File: src/rtl/trap_ctrl.sv
// Machine-mode trap / mret sequencer: IDLE -> FLUSH -> WRITE -> REDIRECT.
// Define TRAP_VECTORED_EN to vector interrupts through mtvec mode 2'b01.
module trap_ctrl #(
    parameter int unsigned FLUSH_TIMEOUT = 16
) (
    input  logic        clk_i,
    input  logic        rst_i,
    input  logic        exc_valid_i,
    input  logic [3:0]  exc_cause_i,
    input  logic [31:0] exc_pc_i,
    input  logic [31:0] exc_tval_i,
    input  logic        mret_i,
    input  logic        irq_ext_i,
    input  logic        irq_sw_i,
    input  logic        irq_timer_i,
    input  logic [31:0] cur_pc_i,
    input  logic [31:0] mstatus_i,
    input  logic [31:0] mie_i,
    input  logic [31:0] mtvec_i,
    input  logic [31:0] mepc_i,
    input  logic [31:0] mcause_i,
    input  logic        flush_ack_i,
    output logic        flush_o,
    output logic        we_exc_o,
    output logic [31:0] mcause_d_o,
    output logic [31:0] mepc_d_o,
    output logic [31:0] mtval_d_o,
    output logic [31:0] mstatus_d_o,
    output logic        pc_redirect_o,
    output logic [31:0] pc_target_o,
    output logic        busy_o,
    output logic        flush_timeout_o
);

    typedef enum logic [1:0] {S_IDLE, S_FLUSH, S_WRITE, S_REDIRECT} state_t;

    state_t      state_q, state_d;
    logic [7:0]  cnt_q, cnt_d;
    logic        timeout_d;

    logic        is_irq_q, is_mret_q;
    logic [3:0]  cause_q;
    logic [31:0] epc_q, tval_q, mstatus_q, mtvec_q, mepc_q, mcause_q;

    logic [31:0] mcause_o_q, mepc_o_q, mtval_o_q, mstatus_o_q, target_o_q, timeout_o_q;

    logic        ext_ok, sw_ok, tmr_ok, irq_any, accept;
    logic [3:0]  irq_cause;

    assign ext_ok  = mstatus_i[3] & mie_i[11] & irq_ext_i;
    assign sw_ok   = mstatus_i[3] & mie_i[3]  & irq_sw_i;
    assign tmr_ok  = mstatus_i[3] & mie_i[7]  & irq_timer_i;
    assign irq_any = ext_ok | sw_ok | tmr_ok;
    assign accept  = exc_valid_i | mret_i | irq_any;

    always_comb begin
        irq_cause = 4'd7;
        if (ext_ok)     irq_cause = 4'd11;
        else if (sw_ok) irq_cause = 4'd3;
    end

    always_ff @(posedge clk_i or negedge rst_i) begin
        if (!rst_i) begin
            state_q <= S_IDLE;
            cnt_q   <= '0;
        end else begin
            state_q <= state_d;
            cnt_q   <= cnt_d;
        end
    end

    // NOTE: every variable gets a default before the case so no path infers a latch.
    always_comb begin
        state_d   = state_q;
        cnt_d     = cnt_q;
        timeout_d = 1'b0;
        case (state_q)
            S_IDLE: begin
                if (accept) begin
                    state_d = S_FLUSH;
                    cnt_d   = '0;
                end
            end
            S_FLUSH: begin
                // An ack in the expiry cycle still counts as a clean drain.
                if (flush_ack_i) begin
                    state_d = S_WRITE;
                end else if (cnt_q == 8'(FLUSH_TIMEOUT - 1)) begin
                    state_d   = S_WRITE;
                    timeout_d = 1'b1;
                end else begin
                    cnt_d = cnt_q + 8'd1;
                end
            end
            S_WRITE:    state_d = S_REDIRECT;
            S_REDIRECT: state_d = S_IDLE;
            default:    state_d = S_IDLE;
        endcase
    end

    // CSR write data computed from the captured snapshot.
    logic [31:0] wr_mcause, wr_mepc, wr_mtval, wr_mstatus, wr_target, trap_base;

    assign trap_base = {mtvec_q[31:2], 2'b00};

    always_comb begin
        wr_mstatus = mstatus_q;
        wr_mcause  = {is_irq_q, 27'b0, cause_q};
        wr_mepc    = {epc_q[31:2], 2'b00};
        wr_mtval   = is_irq_q ? 32'd0 : tval_q;
        wr_target  = trap_base;
        if (is_mret_q) begin
            wr_mstatus[3]     = mstatus_q[7];
            wr_mstatus[7]     = 1'b1;
            wr_mstatus[12:11] = 2'b11;
            wr_mcause         = mcause_q;
            wr_mepc           = mepc_q;
            wr_mtval          = 32'd0;
            wr_target         = mepc_q;
        end else begin
            wr_mstatus[7]     = mstatus_q[3];
            wr_mstatus[3]     = 1'b0;
            wr_mstatus[12:11] = 2'b11;
`ifdef TRAP_VECTORED_EN
            if (is_irq_q && mtvec_q[1:0] == 2'b01)
                wr_target = trap_base + {26'd0, cause_q, 2'b00};
`endif
        end
    end

    always_ff @(posedge clk_i or negedge rst_i) begin
        if (!rst_i) begin
            is_irq_q    <= 1'b0;
            is_mret_q   <= 1'b0;
            cause_q     <= '0;
            epc_q       <= '0;
            tval_q      <= '0;
            mstatus_q   <= '0;
            mtvec_q     <= '0;
            mepc_q      <= '0;
            mcause_q    <= '0;
            mcause_o_q  <= '0;
            mepc_o_q    <= '0;
            mtval_o_q   <= '0;
            mstatus_o_q <= '0;
            target_o_q  <= '0;
            timeout_o_q <= '0;
        end else begin
            timeout_o_q <= {31'd0, timeout_d};
            if (state_q == S_IDLE && accept) begin
                is_irq_q  <= ~exc_valid_i & ~mret_i;
                is_mret_q <= ~exc_valid_i & mret_i;
                cause_q   <= exc_valid_i ? exc_cause_i : irq_cause;
                epc_q     <= exc_valid_i ? exc_pc_i : cur_pc_i;
                tval_q    <= exc_valid_i ? exc_tval_i : 32'd0;
                mstatus_q <= mstatus_i;
                mtvec_q   <= mtvec_i;
                mepc_q    <= mepc_i;
                mcause_q  <= mcause_i;
            end
            // Data outputs are loaded on entry to their active state and held afterwards.
            if (state_q == S_FLUSH && state_d == S_WRITE) begin
                mcause_o_q  <= wr_mcause;
                mepc_o_q    <= wr_mepc;
                mtval_o_q   <= wr_mtval;
                mstatus_o_q <= wr_mstatus;
            end
            if (state_q == S_WRITE)
                target_o_q <= wr_target;
        end
    end

    assign flush_o         = (state_q == S_FLUSH);
    assign we_exc_o        = (state_q == S_WRITE);
    assign pc_redirect_o   = (state_q == S_REDIRECT);
    assign busy_o          = (state_q != S_IDLE);
    assign flush_timeout_o = timeout_o_q[0];
    assign mcause_d_o      = mcause_o_q;
    assign mepc_d_o        = mepc_o_q;
    assign mtval_d_o       = mtval_o_q;
    assign mstatus_d_o     = mstatus_o_q;
    assign pc_target_o     = target_o_q;

endmodule

File: config.mk
export PLATFORM = sky130hd
export DESIGN_NAME = trap_ctrl
export DESIGN_NICKNAME = d
export VERILOG_FILES = /design/src/rtl/trap_ctrl.sv
export SDC_FILE = /design/constraint.sdc
export NUM_CORES = 1
export LEC_CHECK = 0
export BUFFER_PORTS_ARGS = -buffer_cell sky130_fd_sc_hd__buf_2
export CELL_PAD_IN_SITES_DETAIL_PLACEMENT = 2
export CELL_PAD_IN_SITES_GLOBAL_PLACEMENT = 2
export CORE_UTILIZATION = 32
export DETAILED_ROUTE_END_ITERATION = 8
export HOLD_SLACK_MARGIN = 0.03
export MAX_ROUTING_LAYER = met4
export PLACE_DENSITY = 0.91
export SLEW_MARGIN = 20
export SYNTH_ARGS = -nofsm -noshare
export SYNTH_HDL_FRONTEND = slang
export SYNTH_SLANG_ARGS = --single-unit
File: constraint.sdc
create_clock -name clk_i -period 2.7 [get_ports clk_i]
set_input_delay 0.54 -clock clk_i [delete_from_list [all_inputs] [get_ports clk_i]]
set_output_delay 0.54 -clock clk_i [all_outputs]
set_load 0.01 [all_outputs]
Yosys cells after proc, flatten, opt, wreduce, memory -nomap -nowiden
Cells that the tools add are included.
{"block": "totals", "register_bits": 369, "in_bits": 268, "output_inout_bits": 165}
{"block": "op_classes", "n_addsub": 1, "n_eq_ne": 8, "muxes": 23, "bitwise": 14, "reduce_logical": 6}
{"cell": "32-bit 2-to-1 mux", "n": 7}
{"cell": "8-bit 2-to-1 mux", "n": 3}
{"cell": "8-bit case mux with 2 select lines", "n": 1}
{"cell": "8-bit by 1-bit adder with 8-bit output (second input constant)", "n": 1}
{"cell": "1-bit AND", "n": 8}
{"cell": "8-bit by 4-bit equality test with 1-bit output (second input constant)", "n": 1}
{"cell": "4-bit 2-to-1 mux", "n": 2}
{"cell": "2-bit case mux with 4 select lines", "n": 1}
{"cell": "2-bit equality test (second input constant)", "n": 3}
{"cell": "2-bit 2-to-1 mux", "n": 3}
{"cell": "2-bit inequality test (second input constant)", "n": 3}
{"cell": "1-bit 2-to-1 mux", "n": 5}
{"cell": "1-bit OR", "n": 4}
{"cell": "4-bit AND reduction", "n": 1}
{"cell": "2-bit nonzero test", "n": 2}
{"cell": "3-bit 2-to-1 mux", "n": 1}
{"cell": "2-bit by 1-bit equality test with 1-bit output (second input constant)", "n": 1}
{"cell": "1-bit logical AND", "n": 2}
{"cell": "2-bit logical NOT", "n": 1}
{"cell": "1-bit inverter", "n": 2}

Depth between registers and ports, before layout
{"block": "logic_depth", "depth_word": 9, "mapped_depth": 8}

Worst setup path before layout
Ideal clock, no wire load.
{"block": "synth_path", "kind": "register -> register", "startpoint": "register cnt_q[5]", "endpoint": "register mcause_o_q[31], in the netlist mcause_d_o[31]", "arrival_ns": 1.797, "required_ns": 2.575, "slack_ns": 0.778, "path_stages_with_launch": 7, "synth_period_minus_slack_ns": 1.922, "path_cell_list": "dfrtp_1 or4_4 nor2_2 o21a_1 buf_6 buf_6 mux2_2"}
{"block": "synth_via", "elab_chain_len": 6}
{"item": "start, declared", "line_no": "38", "source": "logic [7:0] cnt_q, cnt_d;"}
{"item": "start signal, assigned", "line_no": "68", "source": "cnt_q <= cnt_d;"}
{"item": "8-bit by 4-bit equality test with 1-bit output", "line_no": "88", "source": "end else if (cnt_q == 8'(FLUSH_TIMEOUT - 1)) begin"}
{"item": "2-bit 2-to-1 mux", "line_no": "88"}
{"item": "2-bit 2-to-1 mux", "line_no": "86", "source": "if (flush_ack_i) begin"}
{"item": "2-bit case mux with 4 select lines", "line_no": "77", "source": "case (state_q)"}
{"item": "2-bit equality test", "line_no": "162", "source": "if (state_q == S_FLUSH && state_d == S_WRITE) begin"}
{"item": "1-bit logical AND", "line_no": "162"}
{"item": "end signal, assigned", "line_no": "163", "source": "mcause_o_q <= wr_mcause;"}
{"item": "end, declared", "line_no": "45", "source": "logic [31:0] mcause_o_q, mepc_o_q, mtval_o_q, mstatus_o_q, target_o_q, timeout_o_q;"}
Every way passes these cells.
A chain may end at the register's enable or synchronous reset.

Worst setup path in the final report
{"block": "layout_path", "startpoint": "register cnt_q[5]", "endpoint": "register mtval_o_q[14], in the netlist mtval_d_o[14]"}
{"block": "layout_via", "elab_chain_len": 6}
{"item": "8-bit by 4-bit equality test with 1-bit output", "line_no": "88"}
{"item": "2-bit 2-to-1 mux", "line_no": "88"}
{"item": "2-bit 2-to-1 mux", "line_no": "86"}
{"item": "2-bit case mux with 4 select lines", "line_no": "77"}
{"item": "2-bit equality test", "line_no": "162"}
{"item": "1-bit logical AND", "line_no": "162"}
{"item": "end signal, assigned", "line_no": "165", "source": "mtval_o_q <= wr_mtval;"}
{"item": "end, declared", "line_no": "45"}
Every way passes these cells.

==> results.cfg <==
[cts]
cts_setup_buffers = 0
insertion_delay_ps = 560
cts.root.buffer_cell = clkbuf_16
hold_buffers = 1
clk_pin_slew_ps = 60
h-tree-depth = 2
cts_sinks = 362
clock_path_buffers = 3
cts_tree = yes
cts_resized = 0
numCtsBuffers = 43

[cells_and_area]
fillCellCount = 4933
most-common-layout-cells = nand2_1, buf_2, dfrtp_1
drive_above_1_share_pct = 32.0
final_area_um2 = 19300
area_growth_pct = 28.0
utilization_pct = 41.5
final_common_cell = nand2_1
fin_nets = 2109

[power]
power.density_nw_per_um2 = 1230
cellLeakagePower_uw = 0.0100
ir_worst_vdd_v = 0.000708

[synthesis]
synth_top_family_by_area = simple AND/OR/NAND/NOR gates
ys.warnings.count = 0
synth_cell_type_count = 41
synth-simple-area-share_pct = 16.4
synthAdderAreaFrac_pct = 0.0830
synth_area_per_cell_um2 = 10.4
syn-cell-area_um2 = 15100
yosysSeqAreaShare_pct = 60.1
syn_nets = 1722
postSynthRegisterBits = 362
synth_ff_type = dfrtp_1
synth_compound_area_share_pct = 2.85
postSynthCellCount = 1453
synthXorXnorAreaFrac_pct = 0.174
synth.area.mux_share_pct = 15.8
ys_async_sr_fraction_pct = 100
synth_edf_count = 0

[timing]
setup_violations = 0
hold_viol = 0
holdWs_ps = 175
finalCritPeriodShare_pct = 86.2
drv_slew = 0
rsz0062_at_grt = no
worst_slew_pin_slew_ps = 743
totalNegativeSetupSlack_ps = 0
relSlewSlack_pct = 50.5
fmax_mhz = 430
skew_ps = 10.7
period_minus_slack_ps = 2330

[floorplanning]
die_area_um2 = 48000
die_w_um = 219
rows = 79
fp.dieH_um = 219
core_um2 = 46600
pin_count = 433
initial_core_util_pct = 32.4

[setup_path]
cpMaxStageDelayCell = or4_4
worst_ep_arrival_time_ps = 2790
startpoint_type = flop
path_max_fanout = 41
critical-path-max-stage-delay_ps = 560
end_kind = flop
worst_ep_required_time_ps = 3160
critPathBufInv = 2
path_class = reg -> reg
path_common_cell = buf_12
cp_cell_sequence = or4_4 -> nor2_2 -> o21a_4 -> buf_12 -> buf_12 -> mux2i_1
path_delay_family = simple AND/OR/NAND/NOR gates

[place]
hpwl_um = 35600
postPlaceCellArea_um2 = 17800
port_buffers = 395
place_congestion = 0.814

[hold_path]
hold_path.class = in -> reg

[global_route]
grt_pass1_wl_um = 83300
grt_pass1_vias = 14300
track_usage_pct = 23.5
grt.overflow.total = 0
grt_antenna_before_repair = 14
grt_max_degree = 100

[drt]
drt-initial-drc-count = 428
detail_route.wl_per_cell_um = 21.9
antenna_left = 0
vias = 12100
drc = 0
vias_per_cell = 4.86
firstDrtPassIters = 4
routed_wirelength_um = 54700

[job]
max-cap-violations = 0

[outcome]
status = complete, no violations
-- path summary, 6_finish.rpt --
| kind | slack (ps) | endpoint | from | cells past startpoint |
|---|---|---|---|---|
| worst max-delay path | 370 | mtval_d_o[14]$_DFFE_PN0P_ | cnt_q[5]$_DFFE_PN0P_ | 6 |
| max in group asynchronous | 1340 | pc_target_o[22]$_DFFE_PN0P_ | rst_i | 3 |
| worst min-delay path | 170 | mtvec_q[14]$_DFFE_PN0P_ | mtvec_i[14] | 3 |
| min in group asynchronous | 500 | mtval_d_o[30]$_DFFE_PN0P_ | rst_i | 2 |
| worst min register to register | 470 | tval_q[26]$_DFFE_PN0P_ | tval_q[26]$_DFFE_PN0P_ | 2 |
| worst max register to register | 370 | mtval_d_o[14]$_DFFE_PN0P_ | cnt_q[5]$_DFFE_PN0P_ | 6 |
-- worst min-delay path: cells and delay by family --
family                 cells  cell delay [ps]
and+or+nand+nor            2               80
buffers and inverters      1               80
-- synthesized netlist by cell type (2+ instances only) --
cell type | count | area (um2)
a21oi_1 | 3 | 15.0
and2_1 | 3 | 18.8
buf_1 | 2 | 7.51
buf_12 | 2 | 40.0
buf_2 | 33 | 165
buf_4 | 5 | 37.5
buf_6 | 5 | 56.3
clkbuf_1 | 39 | 146
dfrtp_1 | 362 | 9060
inv_1 | 65 | 244
mux2_1 | 8 | 90.1
mux2_2 | 94 | 1060
mux2i_1 | 123 | 1230
nand2_1 | 570 | 2140
nand2b_1 | 2 | 12.5
nand3_1 | 34 | 170
nand4_1 | 3 | 18.8
nor2_1 | 8 | 30.0
nor3_1 | 3 | 15.0
o21ai_0 | 66 | 330
xnor2_1 | 3 | 26.3
-- sequential cells by signal, summed over array words and instances, names as in the netlist --
name,flops
mcause_d_o,32
mcause_q,32
mepc_d_o,32
mepc_q,32
mtval_d_o,32
pc_target_o,32
tval_q,32
mstatus_d_o,31
epc_q,30
mstatus_q,30
mtvec_q,30
cnt_q,8
cause_q,4
state_q,2
is_irq_q,1
is_mret_q,1
timeout_o_q,1
-- area by class of cell --
class	instances	area, um2	share of cell area (%)
Timing Repair Buffer	428	2390	12.4
Clock inverter	9	101	0.525
Inverter	65	244	1.26
Sequential cell	362	9060	47.0
Clock buffer	70	1360	7.05
Multi-Input combinational cell	940	5350	27.7
Antenna cell	14	35.0	0.181
Tap cell	607	759	3.93
-- per-stage QoR --
stage                     instances  worst slack (ps)  total power (uW)
after detailed placement       2401               268             17700
after global routing           2495               268             25200
after floorplan                1453               778             14000
after global placement         2401               330             16800
after CTS                      2481               356             24100
final                          2495               373             23800
-- layer usage --
metal | global-route usage [%] | vias up | wire, um
met5 | - | - | 0
met4 | 10.3 | 0 | 2380
met3 | 5.06 | 124 | 2600
met2 | 42.4 | 329 | 29300
met1 | 24.4 | 6208 | 20500
li1 | - | 5454 | -
-- power by group --
part           internal, uW  switching, uW
clock                  3630           2360
sequential             7820           1620
combinational          3270           5080
-- cell families (layout without fill, tap and decap cells) --
family,after synthesis,in the layout
other,0,14
and+or+nand+nor,632,632
muxes,225,225
DFF,362,362
adders and majority gates,1,1
xor gates and xnor gates,3,3
AOI/OAI and AO/OA,79,79
buffers and inverters,151,572
Note: power is estimated with default switching activity, not from simulation.
